<file path="config.mk">
export PLATFORM = sky130hd
export DESIGN_NAME = blink_monitor
export DESIGN_NICKNAME = d
export VERILOG_FILES = /design/src/rtl/blink_monitor.sv
export SDC_FILE = /design/constraint.sdc
export NUM_CORES = 1
export LEC_CHECK = 0
export ABC_AREA = 1
export CORE_UTILIZATION = 52
export DETAILED_ROUTE_END_ITERATION = 6
export HOLD_SLACK_MARGIN = 0.12
export PLACE_DENSITY = 0.75
export REMOVE_ABC_BUFFERS = 1
export SKIP_CTS_REPAIR_TIMING = 1
export SYNTH_ARGS = -nofsm -noshare
export SYNTH_HDL_FRONTEND = slang
export SYNTH_SLANG_ARGS = --single-unit
</file>
<file path="constraint.sdc">
create_clock -name clk -period 3.2 [get_ports clk]
set_input_delay 0.8 -clock clk [delete_from_list [all_inputs] [get_ports clk]]
set_output_delay 0.8 -clock clk [all_outputs]
set_load 0.05 [all_outputs]
</file>
<file path="src/rtl/blink_monitor.sv">
// blink_monitor: downstream checker for the LED blinker stage.
// Verifies the flg period, flg pulse width and the led toggle lag, and
// reports lock status, a sticky error with cause code, the last measured
// interval and a saturating good-period count.
// Optional feature macro: BLINK_MONITOR_IRQ_EN adds irq (1-cycle pulse on
// ERR entry) and err_total (saturating count of ERR entries since reset).
`timescale 1ns/1ps

module blink_monitor #(
    parameter int unsigned     CBITS  = 32,
    parameter longint unsigned PERIOD = 64'd1 << CBITS,
    parameter int unsigned     LAG    = 1,
    parameter int unsigned     LOCK_N = 2
) (
    input  logic             clk,
    input  logic             rst,
    input  logic             flg,
    input  logic             led,
    input  logic             clr,
    output logic             locked,
    output logic             err,
    output logic [2:0]       err_code,
    output logic [CBITS:0]   last_interval,
    output logic [15:0]      good_cnt
`ifdef BLINK_MONITOR_IRQ_EN
    ,
    output logic             irq,
    output logic [7:0]       err_total
`endif
);

    localparam int unsigned   IW       = CBITS + 1;
    localparam int unsigned   GW       = 16;
    localparam logic [IW-1:0] P_W      = IW'(PERIOD);
    localparam logic [GW-1:0] LOCK_W   = GW'(LOCK_N);
    localparam logic [GW-1:0] GOOD_MAX = {GW{1'b1}};

    localparam logic [2:0] C_NONE  = 3'd0;
    localparam logic [2:0] C_SHORT = 3'd1;
    localparam logic [2:0] C_LONG  = 3'd2;
    localparam logic [2:0] C_WIDE  = 3'd3;
    localparam logic [2:0] C_STRAY = 3'd4;
    localparam logic [2:0] C_MISS  = 3'd5;

    typedef enum logic [1:0] {
        S_IDLE = 2'd0,
        S_SYNC = 2'd1,
        S_LOCK = 2'd2,
        S_ERR  = 2'd3
    } state_t;

    state_t          r_state;
    state_t          w_state_nxt;

    logic            r_flg_q;
    logic            r_led_q;
    logic [LAG-1:0]  r_lag;
    logic [IW-1:0]   r_ivl;

    logic            r_locked;
    logic            r_err;
    logic [2:0]      r_err_code;
    logic [IW-1:0]   r_last;
    logic [GW-1:0]   r_good;

    logic            w_locked_nxt;
    logic            w_err_nxt;
    logic [2:0]      w_err_code_nxt;
    logic [IW-1:0]   w_last_nxt;
    logic [GW-1:0]   w_good_nxt;
    logic            w_ivl_clr;
    logic            w_err_entry;

    logic            w_rise;
    logic            w_tog;
    logic            w_lag_hit;
    logic            w_short;
    logic            w_long;
    logic            w_wide;
    logic            w_stray;
    logic            w_miss;
    logic            w_good;
    logic [2:0]      w_cause;
    logic [GW-1:0]   w_good_inc;

    // Edge and toggle detection against the 1-cycle delayed input copies
    assign w_rise    = flg & ~r_flg_q;
    assign w_tog     = led ^ r_led_q;
    assign w_lag_hit = r_lag[LAG-1];

    // Raw fault conditions, evaluated against the interval count before update
    assign w_short = w_rise & (r_ivl < P_W);
    assign w_long  = (r_ivl == P_W) & ~w_rise;
    assign w_wide  = flg & r_flg_q;
    assign w_stray = w_tog & ~w_lag_hit;
    assign w_miss  = ~w_tog & w_lag_hit;
    assign w_good  = w_rise & (r_ivl == P_W);

    assign w_good_inc = (r_good == GOOD_MAX) ? r_good : r_good + GW'(1);

    // Fault priority encoder: lowest code wins when faults coincide
    always_comb begin
        w_cause = C_NONE;
        if (w_short) begin
            w_cause = C_SHORT;
        end else if (w_long) begin
            w_cause = C_LONG;
        end else if (w_wide) begin
            w_cause = C_WIDE;
        end else if (w_stray) begin
            w_cause = C_STRAY;
        end else if (w_miss) begin
            w_cause = C_MISS;
        end
    end

    // Next-state and next-output logic
    always_comb begin
        w_state_nxt    = r_state;
        w_locked_nxt   = r_locked;
        w_err_nxt      = r_err;
        w_err_code_nxt = r_err_code;
        w_last_nxt     = r_last;
        w_good_nxt     = r_good;
        w_ivl_clr      = 1'b0;
        w_err_entry    = 1'b0;

        unique case (r_state)
            S_IDLE: begin
                w_locked_nxt = 1'b0;
                if (w_rise) begin
                    w_state_nxt = S_SYNC;
                end
            end

            S_SYNC, S_LOCK: begin
                if (w_cause != C_NONE) begin
                    w_state_nxt    = S_ERR;
                    w_err_nxt      = 1'b1;
                    w_err_code_nxt = w_cause;
                    w_locked_nxt   = 1'b0;
                    w_err_entry    = 1'b1;
                    if (w_short) begin
                        w_last_nxt = r_ivl;
                    end
                end else if (w_good) begin
                    w_last_nxt = r_ivl;
                    w_good_nxt = w_good_inc;
                    if ((r_state == S_SYNC) && (w_good_inc >= LOCK_W)) begin
                        w_state_nxt  = S_LOCK;
                        w_locked_nxt = 1'b1;
                    end
                end
            end

            S_ERR: begin
                w_locked_nxt = 1'b0;
                if (clr) begin
                    w_state_nxt    = S_IDLE;
                    w_err_nxt      = 1'b0;
                    w_err_code_nxt = C_NONE;
                    w_good_nxt     = '0;
                    w_ivl_clr      = 1'b1;
                end
            end

            default: begin
                w_state_nxt = S_IDLE;
            end
        endcase
    end

    // State register
    always_ff @(posedge clk) begin
        if (!rst) begin
            r_state <= S_IDLE;
        end else begin
            r_state <= w_state_nxt;
        end
    end

    // Input delay line, lag shift register and saturating interval counter
    always_ff @(posedge clk) begin
        if (!rst) begin
            r_flg_q <= 1'b0;
            r_led_q <= 1'b0;
            r_lag   <= '0;
            r_ivl   <= '0;
        end else begin
            r_flg_q <= flg;
            r_led_q <= led;
            r_lag   <= LAG'({r_lag, w_rise});
            if (w_ivl_clr) begin
                r_ivl <= '0;
            end else if (w_rise) begin
                r_ivl <= IW'(1);
            end else if (r_ivl != P_W) begin
                r_ivl <= r_ivl + IW'(1);
            end
        end
    end

    // Registered status outputs
    always_ff @(posedge clk) begin
        if (!rst) begin
            r_locked   <= 1'b0;
            r_err      <= 1'b0;
            r_err_code <= C_NONE;
            r_last     <= '0;
            r_good     <= '0;
        end else begin
            r_locked   <= w_locked_nxt;
            r_err      <= w_err_nxt;
            r_err_code <= w_err_code_nxt;
            r_last     <= w_last_nxt;
            r_good     <= w_good_nxt;
        end
    end

    assign locked        = r_locked;
    assign err           = r_err;
    assign err_code      = r_err_code;
    assign last_interval = r_last;
    assign good_cnt      = r_good;

`ifdef BLINK_MONITOR_IRQ_EN
    logic       r_irq;
    logic [7:0] r_err_total;

    // ERR-entry pulse and saturating lifetime error count (survives clr)
    always_ff @(posedge clk) begin
        if (!rst) begin
            r_irq       <= 1'b0;
            r_err_total <= '0;
        end else begin
            r_irq <= w_err_entry;
            if (w_err_entry && (r_err_total != 8'hFF)) begin
                r_err_total <= r_err_total + 8'd1;
            end
        end
    end

    assign irq       = r_irq;
    assign err_total = r_err_total;
`else
    // Entry strobe only feeds the optional interrupt logic
    logic w_unused;
    assign w_unused = w_err_entry;
`endif

endmodule

</file>
==> metrics.txt <==
outcome finished, final reports clean; CTS Buf Count 9; leak pwr 2.14 nW; Reg power frac 0.372; worst relative slew slack 0.570; worst r2r dst r_state[0]; RSZ-0062 raised after global routing no; per-cell routed wire length 13.4 um; total of max-cap violations 0; Clk pin slew, worst setup/hold paths 0.09 ns; core region area 0.00915 sq mm; endpoints failing hold 0; Die ar. 0.00980 sq mm; top_reg_cell synth dfxtp_1; Setup TNS 0 ns; Clock Tree Root clkbuf_8; fmax 0.367 GHz; combinational fraction of design power 0.408; final net count 769; Detail Route Antenna Nets 0; CP Capture Point good_cnt[6]; Antenna Cells 0; Reg2Reg Depth 15; crit path kind input port to register; maximum number of pins on one net before global-route repair 54; die height 99.0 um; r2r startpoint good_cnt[0]; die width 99.0 um; min Tclk post-route 2.73 ns; endpoint type of the worst setup path register; syn avg cell area 6.91 sq um; critical path peak fanout 17; Hold Path Class register to register; Synthesis Warnings 0; htree depth 3; vias in the first global route 4317; Final Skew 0.0106 ns; Port Buffer Count 58; final setup violation count 0; R2R setup slack 0.52 ns; CTS tree done; fraction of layout cells with a size suffix above 1 0.0866; total number of vias 4858; Pwr Density 617 mW/mm^2; Cell Count, Final, Fillers Out 873; Via density 5.56; initial antenna violation count 0; Fill cells 854; Unique masters post-synth 38; Slew Viols, Final 0; crit path DAT 2.96 ns; switching share of power 0.421; I/O pin total 59; clk_lat worst skew 0.36 ns; gr usage total 0.242; clk sinks 92; Syn-to-layout area delta 17.2%; Clk pwr share 0.219; Hold Crit Start locked; Req. time, crit path 3.44 ns; Post-Synthesis Cells 708; Yosys reg bits 92; Total Routed Length 11700 um; sequential share of the synthesized area 0.377; initial drt markers 181; crit path launch led; Internal 2.05 mW; EDFF count, synth 0; Placer Congestion 0.859; worst slew pin tran 0.645 ns; CP Launch Type input port; final worst slack 0.473 ns; first-pass GRT wire length 19300 um; DRT Pass-1 Iters 5; Place WS 0.125 ns; Final HPWL DP 8130 um; total global routing overflow 0; Peak VDD IR 0.000282 V; # rows 35; mapped cell area 0.00489 sq mm; asr flop ratio synth 0; post-placement cell count 857; initial core utilization 0.534; P_sw 1.49 mW; DRC 0; Final period util 0.852; Clock Path Buffers 2
per-stage QoR:
stage          hold slack [ns]  total power [mW]  area, sq um  utilization
3_5_place_dp             0.448              2.77         5540        0.605
5_1_grt                  0.477              3.77         5730        0.626
4_1_cts                  0.460              3.56         5730        0.626
2_1_floorplan            0.436              2.37         4730            -
3_3_place_gp             0.439              2.74         5540        0.605
6_report                 0.458              3.54         5730        0.626
how the worst min path moves through the flow:
stage | to | slack (ns) | cells after the start
6_report | locked | 0.46 | 2
2_1_floorplan | r_lag | 0.44 | 1
3_5_place_dp | locked | 0.45 | 2
4_1_cts | locked | 0.46 | 2
5_1_grt | locked | 0.48 | 2
3_3_place_gp | locked | 0.44 | 2
final cells by class:
| cell class | count | area (sq um) | area share |
|---|---|---|---|
| inverters | 79 | 297 | 0.0517 |
| repair buffers | 67 | 673 | 0.117 |
| clock buffers | 10 | 128 | 0.0223 |
| clock inverters | 6 | 65.1 | 0.0114 |
| flip-flops and latches | 92 | 1840 | 0.321 |
| well taps | 111 | 139 | 0.0242 |
| multi-input cells | 508 | 2590 | 0.452 |
cells in the mapped netlist (4+ instances only):
| library cell | n | area share |
|---|---|---|
| nand2_1 | 153 | 0.12 |
| dfxtp_1 | 92 | 0.38 |
| a21oi_1 | 80 | 0.082 |
| nor2_1 | 78 | 0.060 |
| inv_1 | 75 | 0.058 |
| nand4_1 | 55 | 0.070 |
| o21ai_0 | 27 | 0.028 |
| nand3_1 | 26 | 0.027 |
| nor3_1 | 24 | 0.025 |
| clkbuf_1 | 12 | 0.0092 |
| nor2_2 | 11 | 0.014 |
| o21ai_2 | 10 | 0.018 |
| ha_1 | 7 | 0.018 |
| buf_2 | 6 | 0.0061 |
| nand2_4 | 6 | 0.014 |
| nor3b_1 | 6 | 0.0092 |
| buf_4 | 5 | 0.0077 |
| buf_1 | 4 | 0.0031 |
sequential cells by signal, indices dropped and copies added (netlist names), 2 cells and up:
| register | flops |
|---|---|
| r_ivl | 33 |
| last_interval | 33 |
| r_state | 2 |
| err_code | 3 |
| good_cnt | 16 |
critical path: stages:
cell	delay [ns]
clkdlybuf4s50_1	0.49
xnor2_1	0.13
ha_1	0.26
o31ai_1	0.35
inv_2	0.13
nand2_8	0.11
nand2_4	0.08
nand3_4	0.22
buf_12	0.19
nand2_1	0.08
o21ai_2	0.07
nor2_2	0.04
layer usage:
metal	GRT usage	routed length (um)	share of wire	up-vias
li1	-	-	-	2460
met1	0.296	5250	0.45	2252
met2	0.427	5710	0.49	120
met3	0.0404	476	0.041	26
met4	0.0884	227	0.019	0
met5	0	0	0	-
logic make-up after synthesis:
family                   count (synthesis)  share of synthesized area
buffers and inverters                  108                     0.0939
flip-flops                              92                      0.377
AND/OR/NAND/NOR                        374                      0.365
XOR/XNOR                                 4                    0.00717
AO/OA/AOI/OAI                          123                      0.139
adder cells (fa/ha/maj)                  7                     0.0179
power groups by stage:
| stage | clock network [mW] | registers [mW] | logic [mW] |
|---|---|---|---|
| 6_report | 0.775 | 1.32 | 1.44 |
| 5_1_grt | 0.841 | 1.33 | 1.60 |
| 4_1_cts | 0.795 | 1.32 | 1.45 |
| 3_5_place_dp | 0 | 1.34 | 1.43 |
| 3_3_place_gp | 0 | 1.34 | 1.40 |
| 2_1_floorplan | 0 | 1.53 | 0.838 |
cells in the final DEF, fill, tap and decap left out, types with 11 or more instances in the layout:
master and count:
o21ai_0 27, a21oi_1 80, inv_1 75, nor2_1 78, nor3_1 24, nor2_2 11, nand3_1 26, nand2_1 153
dfxtp_1 92, nand4_1 55, clkdlybuf4s50_1 58
Power figures use the tool's default switching activity.
